[config.mk]
export PLATFORM = sky130hd
export DESIGN_NAME = flap_game_sequencer
export DESIGN_NICKNAME = d
export VERILOG_FILES = /design/src/rtl/flap_game_sequencer.sv
export SDC_FILE = /design/constraint.sdc
export NUM_CORES = 1
export LEC_CHECK = 0
export CORE_MARGIN = 8
export CORE_UTILIZATION = 37
export CTS_BUF_LIST = sky130_fd_sc_hd__clkbuf_16
export DETAILED_ROUTE_END_ITERATION = 12
export PLACE_DENSITY = 0.61
export SLEW_MARGIN = 20
export SYNTH_ARGS = -nofsm -noshare
export SYNTH_HDL_FRONTEND = slang
export SYNTH_SLANG_ARGS = --single-unit
[constraint.sdc]
create_clock -name CLOCK -period 3.05 [get_ports CLOCK]
set_clock_uncertainty 0.2 [all_clocks]
set_input_delay 0.61 -clock CLOCK [delete_from_list [all_inputs] [get_ports CLOCK]]
set_output_delay 0.61 -clock CLOCK [all_outputs]
set_load 0.02 [all_outputs]
[src/rtl/flap_game_sequencer.sv]
// Game-flow controller for the flappy-bird game: phase FSM, animator gating,
// score / best score and scroll-speed registers.
module flap_game_sequencer #(
   parameter int READY_FRAMES  = 120,
   parameter int DYING_FRAMES  = 60,
   parameter int BLINK_FRAMES  = 8,
   parameter int SCORE_STEP    = 5,
   parameter int SPEEDUP_EVERY = 4,
   parameter int MAX_SPEED     = 7
) (
   input  logic       CLOCK,
   input  logic       reset,
   input  logic       frameTick,
   input  logic       startBtn_n,
   input  logic       flapBtn_n,
   input  logic       pipePassed,
   input  logic       collision,
   output logic [2:0] gameState,
   output logic       runEnable,
   output logic       birdHold,
   output logic       blankBird,
   output logic [9:0] score,
   output logic [9:0] bestScore,
   output logic       newBest,
   output logic [2:0] scrollSpeed
);
   localparam logic [2:0] IDLE    = 3'd0;
   localparam logic [2:0] READY   = 3'd1;
   localparam logic [2:0] PLAYING = 3'd2;
   localparam logic [2:0] DYING   = 3'd3;
   localparam logic [2:0] OVER    = 3'd4;

   localparam int CMAX = (READY_FRAMES > DYING_FRAMES) ? READY_FRAMES : DYING_FRAMES;
   localparam int CW   = $clog2(CMAX + 1);
   localparam int BW   = $clog2(BLINK_FRAMES + 1);
   localparam int PW   = $clog2(SPEEDUP_EVERY + 1);

   // Buttons are inverted up front so every input acts on a rising edge.
   logic [4:0]       raw;
   logic [1:0][4:0]  sync_pipe;
   logic [4:0]       prev_q;
   logic [4:0]       rise;
   logic             start_p, flap_p, pass_p, frame_p, coll_s;

   assign raw     = {collision, frameTick, pipePassed, ~flapBtn_n, ~startBtn_n};
   assign rise    = sync_pipe[1] & ~prev_q;
   assign start_p = rise[0];
   assign flap_p  = rise[1];
   assign pass_p  = rise[2];
   assign frame_p = rise[3];
   assign coll_s  = sync_pipe[1][4];

   always_ff @(posedge CLOCK or posedge reset) begin
      if (reset) begin
         sync_pipe <= '0;
         prev_q    <= '0;
      end else begin
         sync_pipe <= {sync_pipe[0], raw};
         prev_q    <= sync_pipe[1];
      end
   end

   logic [CW-1:0] cnt, cnt_inc;
   logic [BW-1:0] blink_cnt, blink_inc;
   logic [PW-1:0] pipe_cnt, pipe_inc;
   logic [10:0]   score_sum;
   logic [2:0]    st_nxt;

   assign cnt_inc   = cnt + 1'b1;
   assign blink_inc = blink_cnt + 1'b1;
   assign pipe_inc  = pipe_cnt + 1'b1;
   assign score_sum = {1'b0, score} + 11'(SCORE_STEP);

   always_comb begin
      st_nxt = gameState;
      case (gameState)
         IDLE, OVER: if (start_p) st_nxt = READY;
         READY:      if (flap_p || (frame_p && cnt_inc == CW'(READY_FRAMES))) st_nxt = PLAYING;
         PLAYING:    if (frame_p && coll_s) st_nxt = DYING;
         DYING:      if (frame_p && cnt_inc == CW'(DYING_FRAMES)) st_nxt = OVER;
         default:    st_nxt = IDLE;
      endcase
   end

   always_ff @(posedge CLOCK or posedge reset) begin
      if (reset) begin
         gameState   <= IDLE;
         runEnable   <= 1'b0;
         birdHold    <= 1'b1;
         blankBird   <= 1'b0;
         score       <= '0;
         bestScore   <= '0;
         newBest     <= 1'b0;
         scrollSpeed <= 3'd1;
         cnt         <= '0;
         blink_cnt   <= '0;
         pipe_cnt    <= '0;
      end else begin
         gameState <= st_nxt;
         runEnable <= (st_nxt == PLAYING);
         birdHold  <= (st_nxt == IDLE) || (st_nxt == READY) || (st_nxt == OVER);
         case (gameState)
            IDLE, OVER: begin
               if (start_p) begin
                  score       <= '0;
                  newBest     <= 1'b0;
                  pipe_cnt    <= '0;
                  cnt         <= '0;
                  scrollSpeed <= 3'd1;
                  blankBird   <= 1'b0;
               end
            end
            READY: begin
               if (st_nxt == PLAYING) cnt <= '0;
               else if (frame_p)      cnt <= cnt_inc;
            end
            PLAYING: begin
               // A collision frame wins over a pass on the same edge.
               if (st_nxt == DYING) begin
                  cnt       <= '0;
                  blink_cnt <= '0;
                  blankBird <= 1'b1;
               end else if (pass_p) begin
                  score <= score_sum[10] ? 10'd1023 : score_sum[9:0];
                  if (pipe_inc == PW'(SPEEDUP_EVERY)) begin
                     pipe_cnt <= '0;
                     if (scrollSpeed < 3'(MAX_SPEED)) scrollSpeed <= scrollSpeed + 1'b1;
                  end else begin
                     pipe_cnt <= pipe_inc;
                  end
               end
            end
            DYING: begin
               if (frame_p) begin
                  if (st_nxt == OVER) begin
                     cnt       <= '0;
                     blankBird <= 1'b0;
                     if (score > bestScore) begin
                        bestScore <= score;
                        newBest   <= 1'b1;
                     end
                  end else begin
                     cnt <= cnt_inc;
                     if (blink_inc == BW'(BLINK_FRAMES)) begin
                        blink_cnt <= '0;
                        blankBird <= ~blankBird;
                     end else begin
                        blink_cnt <= blink_inc;
                     end
                  end
               end
            end
            default: ;
         endcase
      end
   end
endmodule
==> results.json, run 1 <==
{
  "worst_pin_slew_ns": 0.613,
  "path_cells": "ha_1, a31oi_1, a311o_1, a211o_1, nor4_4, buf_4, mux2_2",
  "drt-total-wl_microns": 6690,
  "die_area_sq_mm": 0.0115,
  "root_buffer": "clkbuf_16",
  "hpwlAfterDp_microns": 4800,
  "cts_htree_levels": 3,
  "ys_seq_area_share_pct": 47.3,
  "slew_headroom_pct": 58.7,
  "cts.sinks": 58,
  "post-cts-setup-buffers": 0,
  "antenna_found_initial": 0,
  "r2r_cells": 7,
  "fmax_ghz": 0.363,
  "status": "finished clean",
  "r2r_slack_ns": 0.30,
  "reg2reg_to": "bestScore[9]$_DFFE_PP0P_",
  "grt_max_degree": 29,
  "track_usage_pct": 13.1,
  "period_needed_ns": 2.75,
  "fp.dieH_microns": 107,
  "end_kind": "register",
  "synth-seq-cells": 58,
  "ant_nets": 0,
  "r2r-start": "cnt[0]$_DFFE_PP0P_",
  "ctsHoldBuffers": 0,
  "grt_pass1_wl_microns": 12000,
  "drt-pass1-iter-count": 4,
  "synth_top_area_share_pct": 45.6,
  "holdWs_ns": 0.146,
  "fp.coreArea_sq_mm": 0.00813,
  "die_width_microns": 107,
  "cts_tree": "done",
  "required_ns": 3.06,
  "period_share_pct": 90.3,
  "arrival_ns": 2.76,
  "hold_path_class": "reg -> reg",
  "worst_path_max_delay_cell": "dfrtp_1",
  "avgSynthCellArea_sq_um": 9.72,
  "clk_pin_slew_ns": 0.05,
  "hold_start": "sync_pipe[3]$_DFF_PP0_",
  "area_growth_pct": 24.7,
  "cap_violations": 0,
  "port_buffers": 36,
  "synth_nets": 341,
  "cts_resized": 0,
  "first_global_vias": 2451,
  "cp-endpoint": "bestScore[9]$_DFFE_PP0P_",
  "crit_start": "cnt[0]$_DFFE_PP0P_",
  "ios": 37,
  "overflow": 0,
  "core.rowCount": 33,
  "final_common_cell": "dfrtp_1",
  "drcViolationCount": 0,
  "synth_area_leaders": "dfrtp_1 (46%), ha_1 (7.3%), o21ai_0 (3.7%)",
  "rsz0062_at_grt": "no",
  "yosys.area.top_type": "dfrtp_1",
  "vias_per_cell": 5.36,
  "fillers": 779,
  "via_count": 2502,
  "netlist_instances": 316,
  "vdd_drop_max_mv": 0.382,
  "clk_latency_ns": 0.32,
  "final_max_slew_viol_count": 0,
  "synthDistinctLibCells": 55,
  "netlist_area_sq_mm": 0.00307,
  "cp_max_fo": 11,
  "nNetsFinal": 383,
  "ctsLongestPathBuffers": 2,
  "power.density_mw_per_mm2": 744,
  "drive_above_1_share_pct": 8.84,
  "async_flop_share_pct": 100,
  "setup_tns_ns": 0,
  "initial_utilization_pct": 37.8,
  "synth_ff_type": "dfrtp_1",
  "final_cell_mix": "dfrtp_1 (56), clkdlybuf4s50_1 (36), nand2_1 (27), inv_1 (25), o21ai_0 (23)",
  "wire_per_inst_microns": 14.3,
  "max_stage_delay_ns": 0.44,
  "worst_setup_path_start_kind": "register",
  "critPathKind": "reg -> reg",
  "antenna_cells": 0,
  "synth_warnings": 0,
  "synth_edf_count": 0,
  "setup_viol": 0,
  "gp_congestion": 0.843,
  "hold_viol": 0,
  "drt-initial-drc-count": 90,
  "cts-buffers-inserted": 9,
  "power_leakage_nw": 1.71
}
-- cell usage after synthesis (all sizes together) (2+ instances only) --
cell / n
o22a: 7
a32oi: 2
a211o: 2
dfstp: 2
inv: 25
nor3: 8
o22ai: 3
mux2: 10
buf: 9
nand3: 11
nor2: 21
nand4: 3
o211ai: 2
nor2b: 9
a21oi: 21
a31oi: 9
clkbuf: 7
xnor2: 2
nor4: 2
nand2b: 5
o31ai: 2
nor3b: 2
nand2: 27
and3: 3
xor2: 2
o21ai: 23
a21o: 2
dfrtp: 56
ha: 18
-- worst max-delay path: cells and delay by family, from the launching register on --
kind                       cells  cell delay [ns]
DFF                            1             0.44
AOI/OAI and AO/OA              3             0.79
buffers and inverters          1             0.24
muxes                          1             0.35
adders and majority gates      1             0.36
and+or+nand+nor                1             0.25
-- registers in the layout, indices dropped and copies added, names as in the netlist --
signal,count
bestScore,10
birdHold,1
blankBird,1
blink_cnt,4
cnt,7
coll_s,1
gameState,3
newBest,1
pipe_cnt,3
prev_q,4
runEnable,1
score,10
scrollSpeed,3
sync_pipe,9
-- cells by family (layout without fill, tap and decap cells) --
family	count (synthesis)	count (layout)	synth area share, %
AND/OR/NAND/NOR	99	99	16.7
buffers and inverters	41	87	5.66
adder cells (fa/ha/maj)	18	18	7.33
multiplexers	11	11	3.99
XOR/XNOR	4	4	1.14
AO/OA/AOI/OAI	85	85	17.8
flip-flops	58	58	47.3
-- stage by stage --
step | total power [W] | area, sq um | util [%] | cells | setup slack (ns)
finish | 0.00285 | 3830 | 47.1 | 467 | 0.297
global placement | 0.00200 | 3580 | 44.0 | 452 | 0.383
global route | 0.00305 | 3830 | 47.1 | 467 | 0.136
detailed placement | 0.00201 | 3580 | 44.0 | 452 | 0.301
CTS | 0.00288 | 3830 | 47.1 | 467 | 0.295
floorplan | 0.00165 | 3070 | - | 316 | 0.542
-- final cells by class --
type / count / area, sq um / area share [%]
multi-input combinational: 217 / 1440 / 37.7
timing repair buffer: 47 / 455 / 11.9
clock buffer: 9 / 225 / 5.88
tap: 105 / 131 / 3.43
clock inverter: 6 / 26.3 / 0.686
inverter: 25 / 93.8 / 2.45
sequential: 58 / 1450 / 38.0
-- worst min path at each step --
stage | slack, ns | to | cells past startpoint
6_report | 0.15 | sync_pipe[8]$_DFF_PP0_ | 0
5_1_grt | 0.15 | sync_pipe[7]$_DFF_PP0_ | 0
4_1_cts | 0.15 | sync_pipe[8]$_DFF_PP0_ | 0
3_5_place_dp | 0.14 | sync_pipe[8]$_DFF_PP0_ | 0
3_3_place_gp | 0.14 | sync_pipe[6]$_DFF_PP0_ | 0
2_1_floorplan | 0.13 | coll_s$_DFF_PP0_ | 0
-- routing by layer --
layer	vias up	GRT usage, %	share of wire [%]
met5	-	0	0
met4	0	7.54	2.6
met3	12	2.70	5.6
met2	69	19.4	44
met1	1207	17.3	47
li1	1214	-	-
-- power by group --
part	leakage, nW	internal [W]	total, W	switching [W]
Combinational	0.824	0.000407	0.000962	0.000555
Sequential	0.758	0.000891	0.00103	0.000138
Clock	0.131	0.000530	0.000859	0.000329
Note: power is estimated with default switching activity, not from simulation.
==> run 2: changes to the inputs <==
- PLACE_DENSITY: 0.61 -> default
==> run 2 against run 1 <==
Worst hold slack got worse by 0.0011 ns; largest cell class unchanged; sequential power hardly changed; non-clock buffer count rose by 1; register-to-register slack improved by 0.03 ns; total power is 0.44% higher; highest routed layer unchanged; design area rose by 0.16%; first-iteration DRC count grew 31%; sequential share of layout area down 0.062 points; clock power grew 2%; via count fell by 2.7%; global-route usage decreased by 0.88 points; critical path depth unchanged.
==> results.json, run 2 (synthesis results as in run 1) <==
{
  "arrival_ns": 2.73,
  "core.rowCount": 33,
  "cts_resized": 0,
  "slew_headroom_pct": 64.1,
  "grt_max_degree": 25,
  "nNetsFinal": 384,
  "clk_pin_slew_ns": 0.05,
  "die_width_microns": 107,
  "reg_top3": "bestScore (10), score (10), sync_pipe (9)",
  "root_buffer": "clkbuf_16",
  "ios": 37,
  "ctsLongestPathBuffers": 2,
  "vias_per_cell": 5.19,
  "layout_setup_ws_ns": 0.326,
  "max_stage_delay_ns": 0.43,
  "cts-buffers-inserted": 9,
  "cts_htree_levels": 3,
  "overflow": 0,
  "vdd_drop_max_mv": 0.317,
  "area_growth_pct": 24.9,
  "period_needed_ns": 2.72,
  "setup_viol": 0,
  "place_worst_setup_slack_ns": 0.327,
  "die_area_sq_mm": 0.0115,
  "end_kind": "register",
  "fp.dieH_microns": 107,
  "worst_path_max_delay_cell": "dfrtp_1",
  "met1_usage_pct": 16.0,
  "fp.coreArea_sq_mm": 0.00813,
  "cp_max_fo": 11,
  "first_global_vias": 2387,
  "gr-usage-met2_pct": 18.0,
  "post-cts-setup-buffers": 0,
  "post-route-util_pct": 47.2,
  "critPathKind": "reg -> reg",
  "drive_above_1_share_pct": 9.34,
  "port_buffers": 36,
  "gp_congestion": 0.767,
  "power_leakage_nw": 1.71,
  "drt-pass1-iter-count": 4,
  "power.density_mw_per_mm2": 746,
  "clk_latency_ns": 0.32,
  "status": "finished clean",
  "drt-initial-drc-count": 118,
  "ctsHoldBuffers": 0,
  "hold_viol": 0,
  "wire_per_inst_microns": 14.1,
  "cap_violations": 0,
  "rsz0062_at_grt": "no",
  "cts_tree": "done",
  "via_count": 2434,
  "fin_total_pwr_w": 0.00286,
  "fillers": 770,
  "hold_path_class": "reg -> reg",
  "drt-total-wl_microns": 6620,
  "worst_setup_path_start_kind": "register",
  "grt_pass1_wl_microns": 11300,
  "path_cells": "ha_1, a31oi_1, a311o_1, a211o_1, nor4_4, buf_4, mux2_2",
  "period_share_pct": 89.3,
  "worst_pin_slew_ns": 0.533,
  "final_cell_mix": "dfrtp_1 (56), clkdlybuf4s50_1 (36), nand2_1 (27), inv_1 (25), o21ai_0 (23)",
  "gr-usage-met3_pct": 3.18,
  "antenna_cells": 0,
  "ant_nets": 0,
  "required_ns": 3.05,
  "final_max_slew_viol_count": 0,
  "grt.busiest_layer": "met2",
  "fmax_ghz": 0.367,
  "track_usage_pct": 12.2,
  "drcViolationCount": 0,
  "final_common_cell": "dfrtp_1",
  "antenna_found_initial": 0,
  "hpwlAfterDp_microns": 4830,
  "setup_tns_ns": 0,
  "initial_utilization_pct": 37.8,
  "cts.sinks": 58
}
==> run 2: changes by cell type in the layout (fill, tap and decap cells not counted) <==
cell        previous run  this run
buf_12                 1         0
buf_4                 10        12
clkinv_2               3         2
clkinv_4               0         1
clkinvlp_4             0         1
==> run 2: final timing paths <==
path	from	to	slack (ns)	cells past startpoint
hold reg to reg	sync_pipe[3]$_DFF_PP0_	sync_pipe[8]$_DFF_PP0_	0.14	0
setup reg to reg	cnt[0]$_DFFE_PP0P_	bestScore[9]$_DFFE_PP0P_	0.33	7
setup / recovery	cnt[0]$_DFFE_PP0P_	bestScore[9]$_DFFE_PP0P_	0.33	7
max in group asynchronous	reset	birdHold$_DFF_PP1_	1.62	3
min in group asynchronous	reset	scrollSpeed[1]$_DFFE_PP0P_	0.38	2
hold / removal	sync_pipe[3]$_DFF_PP0_	sync_pipe[8]$_DFF_PP0_	0.14	0
==> run 2: layout make-up <==
type	instances	area (sq um)	area share, %
flip-flops and latches	58	1450	37.9
multi-input cells	217	1440	37.6
repair buffers	48	450	11.7
clock buffers	9	225	5.87
well taps	105	131	3.42
inverters	25	93.8	2.45
clock inverters	7	37.5	0.978
==> run 2: report_power, final <==
group	internal [W]	switching, W	total, W
registers	0.000890	0.000148	0.00104
clock network	0.000537	0.000339	0.000876
logic	0.000404	0.000543	0.000947
==> run 2: stage by stage <==
stage               hold slack, ns  instances  cell area, sq um
finish                       0.145        469              3840
detailed placement           0.136        453              3570
floorplan                    0.131        316              3070
global route                 0.150        469              3840
CTS                          0.147        469              3840
global placement             0.133        453              3570
==> run 2: worst max-delay path: cells and delay by family, from the launching register on <==
| family | cells | cell delay (ns) |
|---|---|---|
| AO/OA/AOI/OAI | 3 | 0.78 |
| AND/OR/NAND/NOR | 1 | 0.26 |
| buffers and inverters | 1 | 0.24 |
| multiplexers | 1 | 0.35 |
| adder cells (fa/ha/maj) | 1 | 0.33 |
| flip-flops | 1 | 0.43 |
==> run 2: routing by layer <==
metal / vias to the layer above / wire length, microns
li1: 1220 / -
met1: 1154 / 3280
met4: 0 / 120
met3: 10 / 334
met5: - / 0
met2: 50 / 2880
